## config.mk

```make
export PLATFORM = sky130hd
export DESIGN_NAME = piso_serializer
export DESIGN_NICKNAME = d
export VERILOG_FILES = /design/src/rtl/piso_serializer.sv
export SDC_FILE = /design/constraint.sdc
export NUM_CORES = 1
export LEC_CHECK = 0
export CAP_MARGIN = 20
export CORE_MARGIN = 10
export CORE_UTILIZATION = 30
export CTS_BUF_LIST = sky130_fd_sc_hd__clkbuf_4
export CTS_CLUSTER_SIZE = 10
export DETAILED_ROUTE_END_ITERATION = 6
export GPL_TIMING_DRIVEN = 1
export SYNTH_ARGS = -nofsm -noshare
export SYNTH_HDL_FRONTEND = slang
export SYNTH_SLANG_ARGS = --single-unit
```

## constraint.sdc

```tcl
create_clock -name clk -period 1.73 [get_ports clk]
set_input_delay 0.346 -clock clk [delete_from_list [all_inputs] [get_ports clk]]
set_output_delay 0.346 -clock clk [all_outputs]
set_load 0.01 [all_outputs]
```

## src/rtl/piso_serializer.sv

```systemverilog
// rtl/piso_serializer.sv - parallel-in serial-out transmitter, MSB first, valid/ready word input
//
// Purpose: accepts a WIDTH-bit word on a valid/ready handshake and emits it one
// bit per clock, MSB first, with a qualifying strobe. All outputs are registered.
//
// Ports:
//   clk        rising-edge clock
//   reset      asynchronous, active-high reset
//   din_valid  parallel word offered on din
//   din        parallel word, sampled only on an accept edge
//   din_ready  block can accept a word (IDLE only, low while reset is high)
//   bit_out    serial data, MSB first, 0 whenever bit_valid is 0
//   bit_valid  bit_out carries a frame bit this cycle
//   busy       frame in progress
//   done       one-cycle pulse with the final bit of a frame
//
// Build option: define PISO_PARITY_EN to append an even-parity bit to every frame.

module piso_serializer #(
  parameter int WIDTH = 4
) (
  input  logic             clk,
  input  logic             reset,
  input  logic             din_valid,
  input  logic [WIDTH-1:0] din,
  output logic             din_ready,
  output logic             bit_out,
  output logic             bit_valid,
  output logic             busy,
  output logic             done
);

  localparam int CW = (WIDTH > 1) ? $clog2(WIDTH) : 1;

  typedef enum logic [1:0] {
    IDLE   = 2'd0,
    SHIFT  = 2'd1,
    PARITY = 2'd2
  } state_t;

  state_t           state;
  // The MSB goes straight to bit_out on accept, so only the remaining bits are held.
  logic [WIDTH-2:0] sr;
  logic [CW-1:0]    cnt;
`ifdef PISO_PARITY_EN
  logic             par;
`endif

  always_ff @(posedge clk or posedge reset) begin
    if (reset) begin
      state     <= IDLE;
      sr        <= '0;
      cnt       <= '0;
      din_ready <= 1'b0;
      bit_out   <= 1'b0;
      bit_valid <= 1'b0;
      busy      <= 1'b0;
      done      <= 1'b0;
`ifdef PISO_PARITY_EN
      par       <= 1'b0;
`endif
    end else begin
      case (state)
        IDLE: begin
          bit_out   <= 1'b0;
          bit_valid <= 1'b0;
          busy      <= 1'b0;
          done      <= 1'b0;
          din_ready <= 1'b1;
          // din_ready is still 0 on the first edge after reset, so no accept there.
          if (din_valid && din_ready) begin
            sr        <= din[WIDTH-2:0];
            cnt       <= CW'(WIDTH - 1);
            bit_out   <= din[WIDTH-1];
            bit_valid <= 1'b1;
            busy      <= 1'b1;
            din_ready <= 1'b0;
            state     <= SHIFT;
`ifdef PISO_PARITY_EN
            par       <= ^din;
`endif
          end
        end

        SHIFT: begin
          if (cnt != '0) begin
            sr      <= sr << 1;
            cnt     <= cnt - CW'(1);
            bit_out <= sr[WIDTH-2];
`ifdef PISO_PARITY_EN
            done    <= 1'b0;
`else
            // Raised together with the last data bit (counter about to hit 0).
            done    <= (cnt == CW'(1));
`endif
          end else begin
`ifdef PISO_PARITY_EN
            state     <= PARITY;
            bit_out   <= par;
            bit_valid <= 1'b1;
            busy      <= 1'b1;
            done      <= 1'b1;
`else
            state     <= IDLE;
            bit_out   <= 1'b0;
            bit_valid <= 1'b0;
            busy      <= 1'b0;
            done      <= 1'b0;
            din_ready <= 1'b1;
`endif
          end
        end

        PARITY: begin
          state     <= IDLE;
          bit_out   <= 1'b0;
          bit_valid <= 1'b0;
          busy      <= 1'b0;
          done      <= 1'b0;
          din_ready <= 1'b1;
        end

        default: begin
          state     <= IDLE;
          bit_out   <= 1'b0;
          bit_valid <= 1'b0;
          busy      <= 1'b0;
          done      <= 1'b0;
          din_ready <= 1'b0;
        end
      endcase
    end
  end

endmodule

```

### Word level (Yosys, flattened, before mapping)

Cells that the tools add are included.

| word-level totals | value |
|---|---|
| flip-flop bits (word level) | 11 |
| bits in latches | 0 |
| bits in writable memories | 0 |
| memory bits (read-only) | 0 |
| bits of input ports | 7 |
| output and inout bits | 5 |
| word-level logic and storage cells | 40 |
| memories kept | 0 |

| cells by class | value |
|---|---|
| add/sub/neg operators | 1 |
| $mul | 0 |
| div/mod/pow operators | 0 |
| $lt $le $gt $ge | 0 |
| equal/unequal tests | 6 |
| shift-type cells | 0 |
| muxes and demuxes | 20 |
| bitwise operators | 0 |
| reductions and logical operators | 6 |

Operator list:

| cell | number |
|---|---|
| two-way mux 1 bit | 8 |
| two-way mux 2 bit | 4 |
| case mux 2 bit (2 select lines) | 2 |
| two-way mux 3 bit | 2 |
| inequality test 2 bit, second input constant | 3 |
| case mux 3 bit (2 select lines) | 1 |
| equality test 2 x 1 -> 1 bit, second input constant | 2 |
| case mux 1 bit (2 select lines) | 2 |
| nonzero test 2 bit | 2 |
| case mux 1 bit (3 select lines) | 1 |
| AND reduction 3 bit | 1 |
| equality test 2 bit, second input constant | 1 |
| zero test 2 bit | 1 |
| AND reduction 2 bit | 1 |
| subtractor 2 x 1 -> 2 bit, second input constant | 1 |
| logical AND 1 bit | 1 |

### Depth between registers and ports, before layout

Gate-level depths: netlist (run 1).

| depth | value |
|---|---|
| depth in word-level cells | 3 |
| mapped depth | 5 |
| depth with buffers taken out | 5 |

### Worst setup path after synthesis (run 1)

OpenSTA, ideal clock, no wires.

| path | value |
|---|---|
| kind | register to register |
| start point | register cnt[0] |
| end point | register sr[0] |
| setup time | 0.121 ns |
| data arrival time | 1.090 ns |
| data required time | 1.609 ns |
| path slack | 0.519 ns |
| stages on the path, launching flop included | 6 |
| path buffers | 0 |
| clock period less this slack | 1.211 ns |
| path through | dfrtp_1 > inv_1 > ha_1 > nor2b_2 > nor2_1 > a22o_1 |

| on the way | value |
|---|---|
| word-level cells in the longest chain between the ends | 3 |

RTL lines:

| item | line | RTL |
|---|---|---|
| start, declared | 44 | `logic [CW-1:0] cnt;` |
| start signal, assigned | 73 | `cnt <= CW'(WIDTH - 1);` |
| start signal, assigned | 88 | `cnt <= cnt - CW'(1);` |
| nonzero test 2 bit | 86 | `if (cnt != '0) begin` |
| inequality test 2 bit (no line) | - |  |
| AND reduction 3 bit (no line) | - |  |
| end signal, assigned | 72 | `sr <= din[WIDTH-2:0];` |
| end signal, assigned | 87 | `sr <= sr << 1;` |
| end, declared | 43 | `logic [WIDTH-2:0] sr;` |

Every way passes these cells.
A chain may end at the register's enable or synchronous reset.

### Worst setup path in the final report (run 1)

| path | value |
|---|---|
| start point | register din_ready |
| end point | output port din_ready |

RTL lines:

| item | line | RTL |
|---|---|---|
| start, declared | 26 | `output logic din_ready,` |
| start signal, assigned | 54 | `din_ready <= 1'b0;` |
| start signal, assigned | 69 | `din_ready <= 1'b1;` |
| start signal, assigned | 77 | `din_ready <= 1'b0;` |

No word-level cell between the ends.

==> impl_summary.log, run 1 <==
INFO  metric area_growth = 29.6%
INFO  metric final_nets = 70
INFO  metric grt_busiest_layer = met2
INFO  metric critical_path.top_delay_family = buffers and inverters
INFO  metric arr_time_crit_path = 1270 ps
INFO  metric hold_path.class = in -> async
INFO  metric setup_viol = 0
INFO  metric floorplan.core_area = 1520 µm²
INFO  metric overall_routing_resource_usage = 6.23%
INFO  metric vias_per_cell = 4.97
INFO  metric globalRoute.totalOverflow = 0
INFO  metric critical_path_type = reg -> out
INFO  metric crit_path_max_fanout = 6
INFO  metric postCtsResizedCells = 0
INFO  metric period_share = 93.1%
INFO  metric fraction_of_post_synthesis_cell_area_in_the_top_cell_type_by_area = 51.5%
INFO  metric max_freq = 621 MHz
INFO  metric period_needed = 1610 ps
INFO  metric post_synth_main_area_contributors = dfrtp_1 (52%), ha_1 (7.7%), inv_1 (3.9%)
INFO  metric antenna_cells = 0
INFO  metric number_of_global_route_vias_before_repair = 373
INFO  metric wire_length_per_cell = 13.5 µm
INFO  metric start_kind = flop
INFO  metric postSynthRegisterBits = 10
INFO  metric worst_setup_margin = 119 ps
INFO  metric met2_usage = 9.26%
INFO  metric grt_antenna_before_repair = 0
INFO  metric data_required_critical_path = 1380 ps
INFO  metric crit_path_top_delay_cell = clkdlybuf4s50_1
INFO  metric final.setup_skew = 5.70 ps
INFO  metric dr_total_vias = 373
INFO  metric clockRootBuffer = clkbuf_4
INFO  metric route.final.wire_length = 1010 µm
INFO  metric initial_utilization = 31.9%
INFO  metric drc_errors = 0
INFO  metric leakage = 0.293 nW
INFO  metric final_hold_viol_count = 0
INFO  metric hpwl = 761 µm
INFO  metric timing.critical_path.slowest_cell_delay = 570 ps
INFO  metric tritoncts = done
INFO  metric grt_start_max_net_pins = 13
INFO  metric ioPinCount = 12
INFO  metric mappedNetlistNets = 56
INFO  metric cp-end-kind = output port
INFO  metric maxSlewViolCount = 0
INFO  metric synthesis.instances = 46
INFO  metric drt_first_pass_iters = 4
INFO  metric largest_vdd_supply_drop = 537 µV
INFO  metric overall_die_area = 3630 µm²
INFO  metric synthesized_area_per_cell = 10.6 µm²
INFO  metric gp_congestion = 0.726
INFO  metric setup_tns = 0 ps
INFO  metric cts.clk_slew.worst_paths = 70 ps
INFO  metric fp-row-count = 14
INFO  metric post_cts_hold_buffer_count = 0
INFO  metric layout-drive-gt1-share = 10.2%
INFO  metric cts.htree.levels = 1
INFO  metric maxSlewHeadroom = 74.2%
INFO  metric outcome = completed
INFO  metric postCtsSetupBuffers = 0
INFO  metric path_cells = clkdlybuf4s50_1
INFO  metric global_route.usage.met3 = 2.12%
INFO  metric ctsLongestPathBuffers = 2
INFO  metric worstMarginPinSlew = 386 ps
INFO  metric wire_length_of_the_first_global_routing_pass = 1640 µm
INFO  metric clock_latency_at_the_later_pin_of_the_worst_skew_pair = 270 ps
INFO  metric drv.max_cap_violation_count = 0
INFO  metric clock_net_sink_count = 10
INFO  metric floorplan.die.height = 60.2 µm
INFO  metric yosysUniqueCellTypes = 24
INFO  metric numCtsBuffers = 3
INFO  metric worst-path-buf-inv = 1
INFO  metric ant_nets = 0
INFO  metric synth_seq_area_share = 51.5%
INFO  metric power_density_cells = 1720 nW/µm²
INFO  metric rsz0062_at_grt = false
INFO  metric placement.io_buffers = 11
INFO  metric drt_iter0_markers = 12
INFO  metric synthesis.area = 485 µm²
INFO  metric synth_largest_area_cell = dfrtp_1
INFO  metric globalRouteMet1Util = 6.35%
INFO  metric die_x_extent = 60.2 µm
INFO  metric pre_cts_ws = 275 ps
INFO  metric yosys_warnings = 0
-- flip-flops by register name, indices dropped and copies added (netlist names) --
name / flops
bit_out: 1
state: 1
din_ready: 1
busy: 1
cnt: 2
done: 1
sr: 3
-- placed cells by master, fill, tap and decap left out, drive strengths merged --
cell type and n:
inv 5, and2 1, clkdlybuf4s50 11, a21oi 1
a211oi 2, nand2 3, clkbuf 3, clkinv 1
a22oi 2, nor2 4, nand2b 1, mux2i 1
o22ai 1, nor3 2, and3b 1, o21ai 1
dfrtp 10, a22o 1, xor2 1, ha 3
or2 1, nand3 1, and3 1, nor2b 1
-- through the flow --
step	power, mW	hold WS (ps)	instances	utilization [%]	instance area (µm²)
3_5_place_dp	0.908	503	71	39.6	603
4_1_cts	1.09	373	75	41.3	629
2_1_floorplan	0.748	186	46	-	485
5_1_grt	1.17	392	75	41.3	629
6_report	1.08	348	75	41.3	629
3_3_place_gp	0.907	504	71	39.6	603
-- routing by layer --
metal | up-vias | wire length (µm)
li1 | 182 | -
met2 | 11 | 473
met1 | 175 | 406
met3 | 5 | 79
met5 | - | 0
met4 | 0 | 52
-- synthesized netlist by cell type --
master / count
o21ai_0: 1
a211oi_2: 1
or2_1: 1
nor2b_2: 1
and3b_4: 1
a22oi_1: 2
ha_1: 3
nand2_1: 3
inv_1: 5
o22ai_1: 1
a22o_1: 1
a211oi_1: 1
nor2_1: 4
and3_1: 1
a21oi_1: 1
nor3_1: 2
xor2_1: 1
nand2b_1: 1
buf_4: 1
dfrtp_1: 10
and2_1: 1
nand3_1: 1
mux2i_1: 1
buf_2: 1
-- area by class of cell --
class | count | area [µm²]
Fill cell | 140 | 895
Sequential cell | 10 | 250
Multi-Input combinational cell | 29 | 204
Timing Repair Buffer | 11 | 110
Clock buffer | 3 | 22.5
Tap cell | 16 | 20.0
Inverter | 5 | 18.8
Clock inverter | 1 | 3.75
-- final timing paths --
kind,slack (ps),start,endpoint,depth (start not counted)
worst max-delay path,120,din_ready,din_ready,1
worst min-delay path,350,reset,bit_out,2
worst max register to register,370,cnt[0],sr[0],5
worst min register to register,520,sr[0],sr[0],1
max in group asynchronous,1100,reset,sr[2],2
min in group clk,520,sr[0],sr[0],1
-- cell families after synthesis --
logic type,share of synthesized area [%]
and+or+nand+nor,18.0
DFF,51.5
AOI/OAI and AO/OA,12.4
buffers and inverters,6.44
adders and majority gates,7.73
xor gates and xnor gates,1.80
muxes,2.06
-- power by group --
group          switching [mW]  leakage [nW]  total [mW]  internal, mW
clock network          0.0854        0.0154       0.169        0.0836
logic                   0.226         0.158       0.473         0.247
registers              0.0956         0.120       0.438         0.342
No activity file was read; power rests on OpenSTA's default activity.
==> run 2: changes to the inputs <==
Settings changed: ABC_AREA set to 0, CAP_MARGIN 20 to unset.
==> results of run 2 <==
Final layout, timing and power as in run 1 (identical DEF).
